<file path="src/rtl/branch_pht_predictor_if.sv">
// Pipeline-side bundle of the branch predictor: ID lookup, EX resolve and perf readout.
interface branch_pht_predictor_if #(
    parameter int unsigned IDX_W  = 4,
    parameter int unsigned PERF_W = 32
);
    logic              id_branch;
    logic [31:0]       id_pc;
    logic [IDX_W-1:0]  id_idx;
    logic              pred;
    logic              ex_branch;
    logic              ex_taken;
    logic              ex_pred;
    logic [IDX_W-1:0]  ex_idx;
    logic              fail;
    logic              flush;
    logic [PERF_W-1:0] perf_branches;
    logic [PERF_W-1:0] perf_misses;

    modport master (
        output id_branch, id_pc, ex_branch, ex_taken, ex_pred, ex_idx,
        input  id_idx, pred, fail, flush, perf_branches, perf_misses
    );

    modport slave (
        input  id_branch, id_pc, ex_branch, ex_taken, ex_pred, ex_idx,
        output id_idx, pred, fail, flush, perf_branches, perf_misses
    );
endinterface

</file>
<file path="src/rtl/branch_pht_predictor.sv">
// Gshare/bimodal PHT branch predictor: predicts in ID, trains in EX, flags flush and
// keeps resolved-branch / misprediction counters.
module branch_pht_predictor #(
    parameter int unsigned CNT_W      = 2,
    parameter int unsigned IDX_W      = 4,
    parameter int unsigned GHR_W      = 4,
    parameter int unsigned INIT_TAKEN = 1,
    parameter int unsigned PERF_W     = 32
) (
    input  logic                   clk,
    input  logic                   rst,
    branch_pht_predictor_if.slave  bus
);
    localparam int unsigned ENTRIES = 1 << IDX_W;
    localparam int unsigned GHR_N   = (GHR_W > 0) ? GHR_W : 1;
    localparam logic [CNT_W-1:0] CNT_MAX  = '1;
    localparam logic [CNT_W-1:0] CNT_INIT = (INIT_TAKEN != 0) ? CNT_MAX : '0;

    logic [CNT_W-1:0]  pht [ENTRIES];
    logic [GHR_N-1:0]  ghr;
    logic [PERF_W-1:0] branches;
    logic [PERF_W-1:0] misses;

    logic [IDX_W-1:0]  hash;
    logic [IDX_W-1:0]  idx;
    logic [CNT_W-1:0]  cnt;
    logic [CNT_W-1:0]  upd_cur;
    logic [CNT_W-1:0]  upd_next;
    logic              raw;
    logic              fail;
    logic              pred;

    // GHR folds into the low index bits; bimodal mode keeps the raw PC index.
    generate
        if (GHR_W > 0) begin : g_gshare
            assign hash = IDX_W'(ghr);
        end else begin : g_bimodal
            logic unused_ghr;
            assign hash       = '0;
            assign unused_ghr = ^ghr;
        end
    endgenerate

    logic unused_pc;
    assign unused_pc = ^{bus.id_pc[31:IDX_W+2], bus.id_pc[1:0]};

    assign idx  = bus.id_pc[IDX_W+1:2] ^ hash;
    assign cnt  = pht[idx];
    assign raw  = cnt[CNT_W-1];
    assign fail = bus.ex_branch & (bus.ex_taken ^ bus.ex_pred);

    // A mispredict flushes the ID instruction anyway, so steer it with the resolved outcome.
    always_comb begin
        pred = 1'b0;
        if (bus.id_branch) begin
            pred = fail ? bus.ex_taken : raw;
        end
    end

    always_comb begin
        upd_cur  = pht[bus.ex_idx];
        upd_next = upd_cur;
        if (bus.ex_taken) begin
            if (upd_cur != CNT_MAX) upd_next = upd_cur + CNT_W'(1);
        end else begin
            if (upd_cur != '0) upd_next = upd_cur - CNT_W'(1);
        end
    end

    always_ff @(posedge clk) begin
        if (!rst) begin
            for (int unsigned i = 0; i < ENTRIES; i++) begin
                pht[i] <= CNT_INIT;
            end
            ghr      <= '0;
            branches <= '0;
            misses   <= '0;
        end else if (bus.ex_branch) begin
            pht[bus.ex_idx] <= upd_next;
            ghr             <= GHR_N'({ghr, bus.ex_taken});
            branches        <= branches + PERF_W'(1);
            if (fail) misses <= misses + PERF_W'(1);
        end
    end

    assign bus.id_idx        = idx;
    assign bus.pred          = pred;
    assign bus.fail          = fail;
    assign bus.flush         = fail | pred;
    assign bus.perf_branches = branches;
    assign bus.perf_misses   = misses;
endmodule

</file>
<file path="src/flat_wrapper.sv">
// flat-port wrapper written by rule: the top's interface ports become plain ports
module branch_pht_predictor_flat 
#(
    parameter int unsigned CNT_W      = 2,
    parameter int unsigned IDX_W      = 4,
    parameter int unsigned GHR_W      = 4,
    parameter int unsigned INIT_TAKEN = 1,
    parameter int unsigned PERF_W     = 32
)
  (clk, rst, bus_id_branch, bus_id_pc, bus_ex_branch, bus_ex_taken, bus_ex_pred, bus_ex_idx, bus_id_idx, bus_pred, bus_fail, bus_flush, bus_perf_branches, bus_perf_misses);
  branch_pht_predictor_if #(.IDX_W(IDX_W), .PERF_W(PERF_W)) bus_i ();
  input  logic clk;
  input  logic rst;
  input wire logic [$bits(bus_i.id_branch)-1:0] bus_id_branch;
  input wire logic [$bits(bus_i.id_pc)-1:0] bus_id_pc;
  input wire logic [$bits(bus_i.ex_branch)-1:0] bus_ex_branch;
  input wire logic [$bits(bus_i.ex_taken)-1:0] bus_ex_taken;
  input wire logic [$bits(bus_i.ex_pred)-1:0] bus_ex_pred;
  input wire logic [$bits(bus_i.ex_idx)-1:0] bus_ex_idx;
  output wire logic [$bits(bus_i.id_idx)-1:0] bus_id_idx;
  output wire logic [$bits(bus_i.pred)-1:0] bus_pred;
  output wire logic [$bits(bus_i.fail)-1:0] bus_fail;
  output wire logic [$bits(bus_i.flush)-1:0] bus_flush;
  output wire logic [$bits(bus_i.perf_branches)-1:0] bus_perf_branches;
  output wire logic [$bits(bus_i.perf_misses)-1:0] bus_perf_misses;
  assign bus_i.id_branch = bus_id_branch;
  assign bus_i.id_pc = bus_id_pc;
  assign bus_i.ex_branch = bus_ex_branch;
  assign bus_i.ex_taken = bus_ex_taken;
  assign bus_i.ex_pred = bus_ex_pred;
  assign bus_i.ex_idx = bus_ex_idx;
  assign bus_id_idx = bus_i.id_idx;
  assign bus_pred = bus_i.pred;
  assign bus_fail = bus_i.fail;
  assign bus_flush = bus_i.flush;
  assign bus_perf_branches = bus_i.perf_branches;
  assign bus_perf_misses = bus_i.perf_misses;
  branch_pht_predictor #(.CNT_W(CNT_W), .IDX_W(IDX_W), .GHR_W(GHR_W), .INIT_TAKEN(INIT_TAKEN), .PERF_W(PERF_W)) u_core (.clk(clk), .rst(rst), .bus(bus_i));
endmodule
</file>
<file path="config.mk">
export PLATFORM = sky130hd
export DESIGN_NAME = branch_pht_predictor_flat
export DESIGN_NICKNAME = d
export VERILOG_FILES = /design/src/rtl/branch_pht_predictor_if.sv /design/src/rtl/branch_pht_predictor.sv /design/src/flat_wrapper.sv
export SDC_FILE = /design/constraint.sdc
export NUM_CORES = 1
export LEC_CHECK = 0
export ABC_AREA = 1
export BUFFER_PORTS_ARGS = -buffer_cell sky130_fd_sc_hd__buf_2
export CAP_MARGIN = 20
export CORE_UTILIZATION = 56
export CTS_CLUSTER_DIAMETER = 80
export DETAILED_ROUTE_END_ITERATION = 16
export GPL_ROUTABILITY_DRIVEN = 0
export PLACE_DENSITY = 0.88
export SYNTH_ARGS = -nofsm -noshare
export SYNTH_HDL_FRONTEND = slang
export SYNTH_SLANG_ARGS = --single-unit
</file>
<file path="constraint.sdc">
create_clock -name clk -period 2 [get_ports clk]
set_clock_uncertainty 0.05 [all_clocks]
set_input_delay 0.4 -clock clk [delete_from_list [all_inputs] [get_ports clk]]
set_output_delay 0.4 -clock clk [all_outputs]
set_load 0.01 [all_outputs]
</file>
==> impl_results.md <==
* Post-route ant nets at 0
* # port buffers at 84
* Core Area at 9684 µm²
* Initial antenna violation count at 0
* Netlist cell types at 33
* Type of destination of the critical path: output port
* Layout area overhead at 18.69%
* Row count at 36
* Power Dens Cells at 587.7 nW/µm²
* Critical Path AT at 1.64 ns
* Final wirelength at 14200 µm
* CP Launch Type: flip-flop
* Hold Path Class: in -> reg
* Share of cells above drive strength 1 at 18.59%
* Crit path max fanout at 4
* Area leader, netlist: dfxtp_1
* Clock Sinks at 100
* Setup-failing EPs final at 2
* Number of global-route vias before repair at 5076
* Top cells by count, synth: nand2_1 (235), nor2_1 (124), inv_1 (90)
* Hpwl dp at 10650 µm
* FF/Latch Area at 2330 µm²
* Worst vdd ir at 0.3441 mV
* Max-cap viol count at 0
* Most used cell, CP: nand3_1
* Main synth FF type: dfxtp_1
* GRT Total Usage at 27.84%
* Max stage delay on crit path at 0.38 ns
* Largest net degree at the start of global routing at 35
* DP Cell Count at 1061
* Die span in y at 101.7 µm
* Vias at 5833
* Synth warnings at 0
* Iteration-0 DRC count of the detailed router at 326
* Outcome: finished, violations left
* Violated checks: setup timing
* Fin area at 6604 µm²
* Reg clk slew, reported paths at 0.11 ns
* N_diodes at 0
* Mapped Cells at 830
* First-pass GRT wire length at 22670 µm
* Max Clock Freq at 477.7 MHz
* DR pass1 iterations at 5
* Cell Area, Synth at 5564 µm²
* Deepest clock path buffer count at 2
* Avg Inst Size Synth at 6.704 µm²
* Final period util at 104.7%
* CTS root buf: clkbuf_8
* Slew @ Worst Pin at 0.3760 ns
* Hold_buf cts at 0
* Vias/cell at 5.401
* Worst slew margin at 74.74%
* Sequential share of the synthesized area at 41.74%
* Initial core utilization at 57.45%
* Top-count cell post-synth: nand2_1
* Top delay family on crit path: simple AND/OR/NAND/NOR gates
* Worst-path cell chain: inv_4, nand2_4, buf_6, nand3_1, nand3_1, nand3_1, nand3_2, nand2_2, o21ai_1, buf_2
* Footprint of the multi-input gates at 2855 µm²
* Slowest CP cell: dfxtp_4
* Top post-synthesis cells by area: dfxtp_1 (24%), edfxtp_1 (17%), nand2_1 (16%)
* EDFF count, synth at 32
* IO Count at 113
* Skew-Pair Late Insertion Delay at 0.37 ns
* Grt ovf at 0
* Total Nets Final at 986
* DRC at 0
* Final Max Slew Viols at 0
* Asr flop ratio synth at 0%
* Post-route insts no fill at 1080
* Fin crit period at 2.093 ns
* CTS tree: done
* WL/cell at 13.14 µm
* Final Hold Fails at 0
* CTS Buf Count at 9
* Final worst setup slack at -0.09330 ns
* Fill count at 804
* Setup_tns at -0.1813 ns
* Worst EP required at 1.55 ns
* Die width at 101.7 µm
* P_leak at 2.707 nW
* Critical path type: reg -> out
* Sum of buffers and inverters on the critical path at 3
* Die footprint at 10340 µm²
* Synth Net Count at 874
* Placed Area at 6310 µm²
* #FFs+latches synth at 100
* # H-tree levels at 3
* Yosys top cell area share at 24.47%
* Unrepaired setup endpoints after global routing: true
-- layout by cell type, fill, tap and decap left out, types with 32 or more instances in the layout --
master / count
a21oi_1: 38
buf_4: 33
buf_2: 84
nor2_1: 122
edfxtp_1: 32
o21ai_0: 53
nand2_1: 229
nand3_1: 81
inv_1: 89
dfxtp_1: 64
-- registers in the layout (all words and copies together) (netlist names) --
name	flops
u_core.bus.perf_branches	32
u_core.ghr	4
u_core.pht	32
u_core.bus.perf_misses	32
-- worst min-delay path: cells and delay by family --
family | cells | cell delay [ns]
compound gates | 1 | 0.06
buf+inv | 2 | 0.28
-- final cells by class --
cell class	count	share of cell area, %
tap	133	2.520
clock inverter	7	0.9473
timing repair buffer	119	10.59
inverter	97	5.551
clock buffer	9	1.876
sequential	100	35.28
multi-input combinational	615	43.24
-- final timing paths --
| path | from | endpoint | slack, ns | cells past startpoint |
|---|---|---|---|---|
| min | rst | u_core.bus.perf_misses[19] | 0.35 | 3 |
| min reg2reg | u_core.bus.perf_misses[2] | u_core.bus.perf_misses[2] | 0.44 | 2 |
| max reg2reg | u_core.bus.perf_branches[1] | u_core.bus.perf_branches[24] | 0.15 | 9 |
| max | u_core.ghr[0] | bus_flush | -0.09 | 10 |
-- timing repair --
action                                  in CTS  in global routing
endpoints found under the hold margin        0                  0
buffers inserted                             2                  1
gates resized for setup                     21                  6
pin swaps                                    8                  5
endpoints found under the setup margin       2                  3
-- layer usage --
layer | part of all wire (%) | vias to the layer above | routed length (µm) | global-route usage [%]
met3 | 8.1 | 33 | 1155 | 4.969
li1 | - | 2925 | - | -
met1 | 41 | 2633 | 5885 | 34.18
met4 | 2.2 | 0 | 307 | 11.04
met2 | 48 | 242 | 6847 | 48.34
met5 | 0 | - | 0 | 0
-- where the power goes --
part           internal [mW]  switching [mW]
registers               2.11          0.0189
logic                  0.178           0.315
clock network          0.482           0.775
-- logic make-up (layout without fill, tap and decap cells) --
logic type	after synthesis	in the layout	share of synthesized area [%]
AO/OA/AOI/OAI	100	100	9.355
flip-flops	100	100	41.74
buffers and inverters	115	232	8.230
AND/OR/NAND/NOR	503	503	38.66
adder cells (fa/ha/maj)	2	2	0.4497
XOR/XNOR	10	10	1.574
-- stage by stage --
step,power (mW),hold slack [ns],utilization [%],worst slack [ns]
after floorplan,2.453,0.4293,-,0.2420
final,3.881,0.3471,68.19,-0.09330
after global placement,2.611,0.4198,65.16,0.03983
after CTS,3.878,0.3374,67.87,-0.09632
after global routing,4.025,0.3491,68.19,-0.1852
after detailed placement,2.624,0.4327,65.16,0.008299
Power figures use the tool's default switching activity.
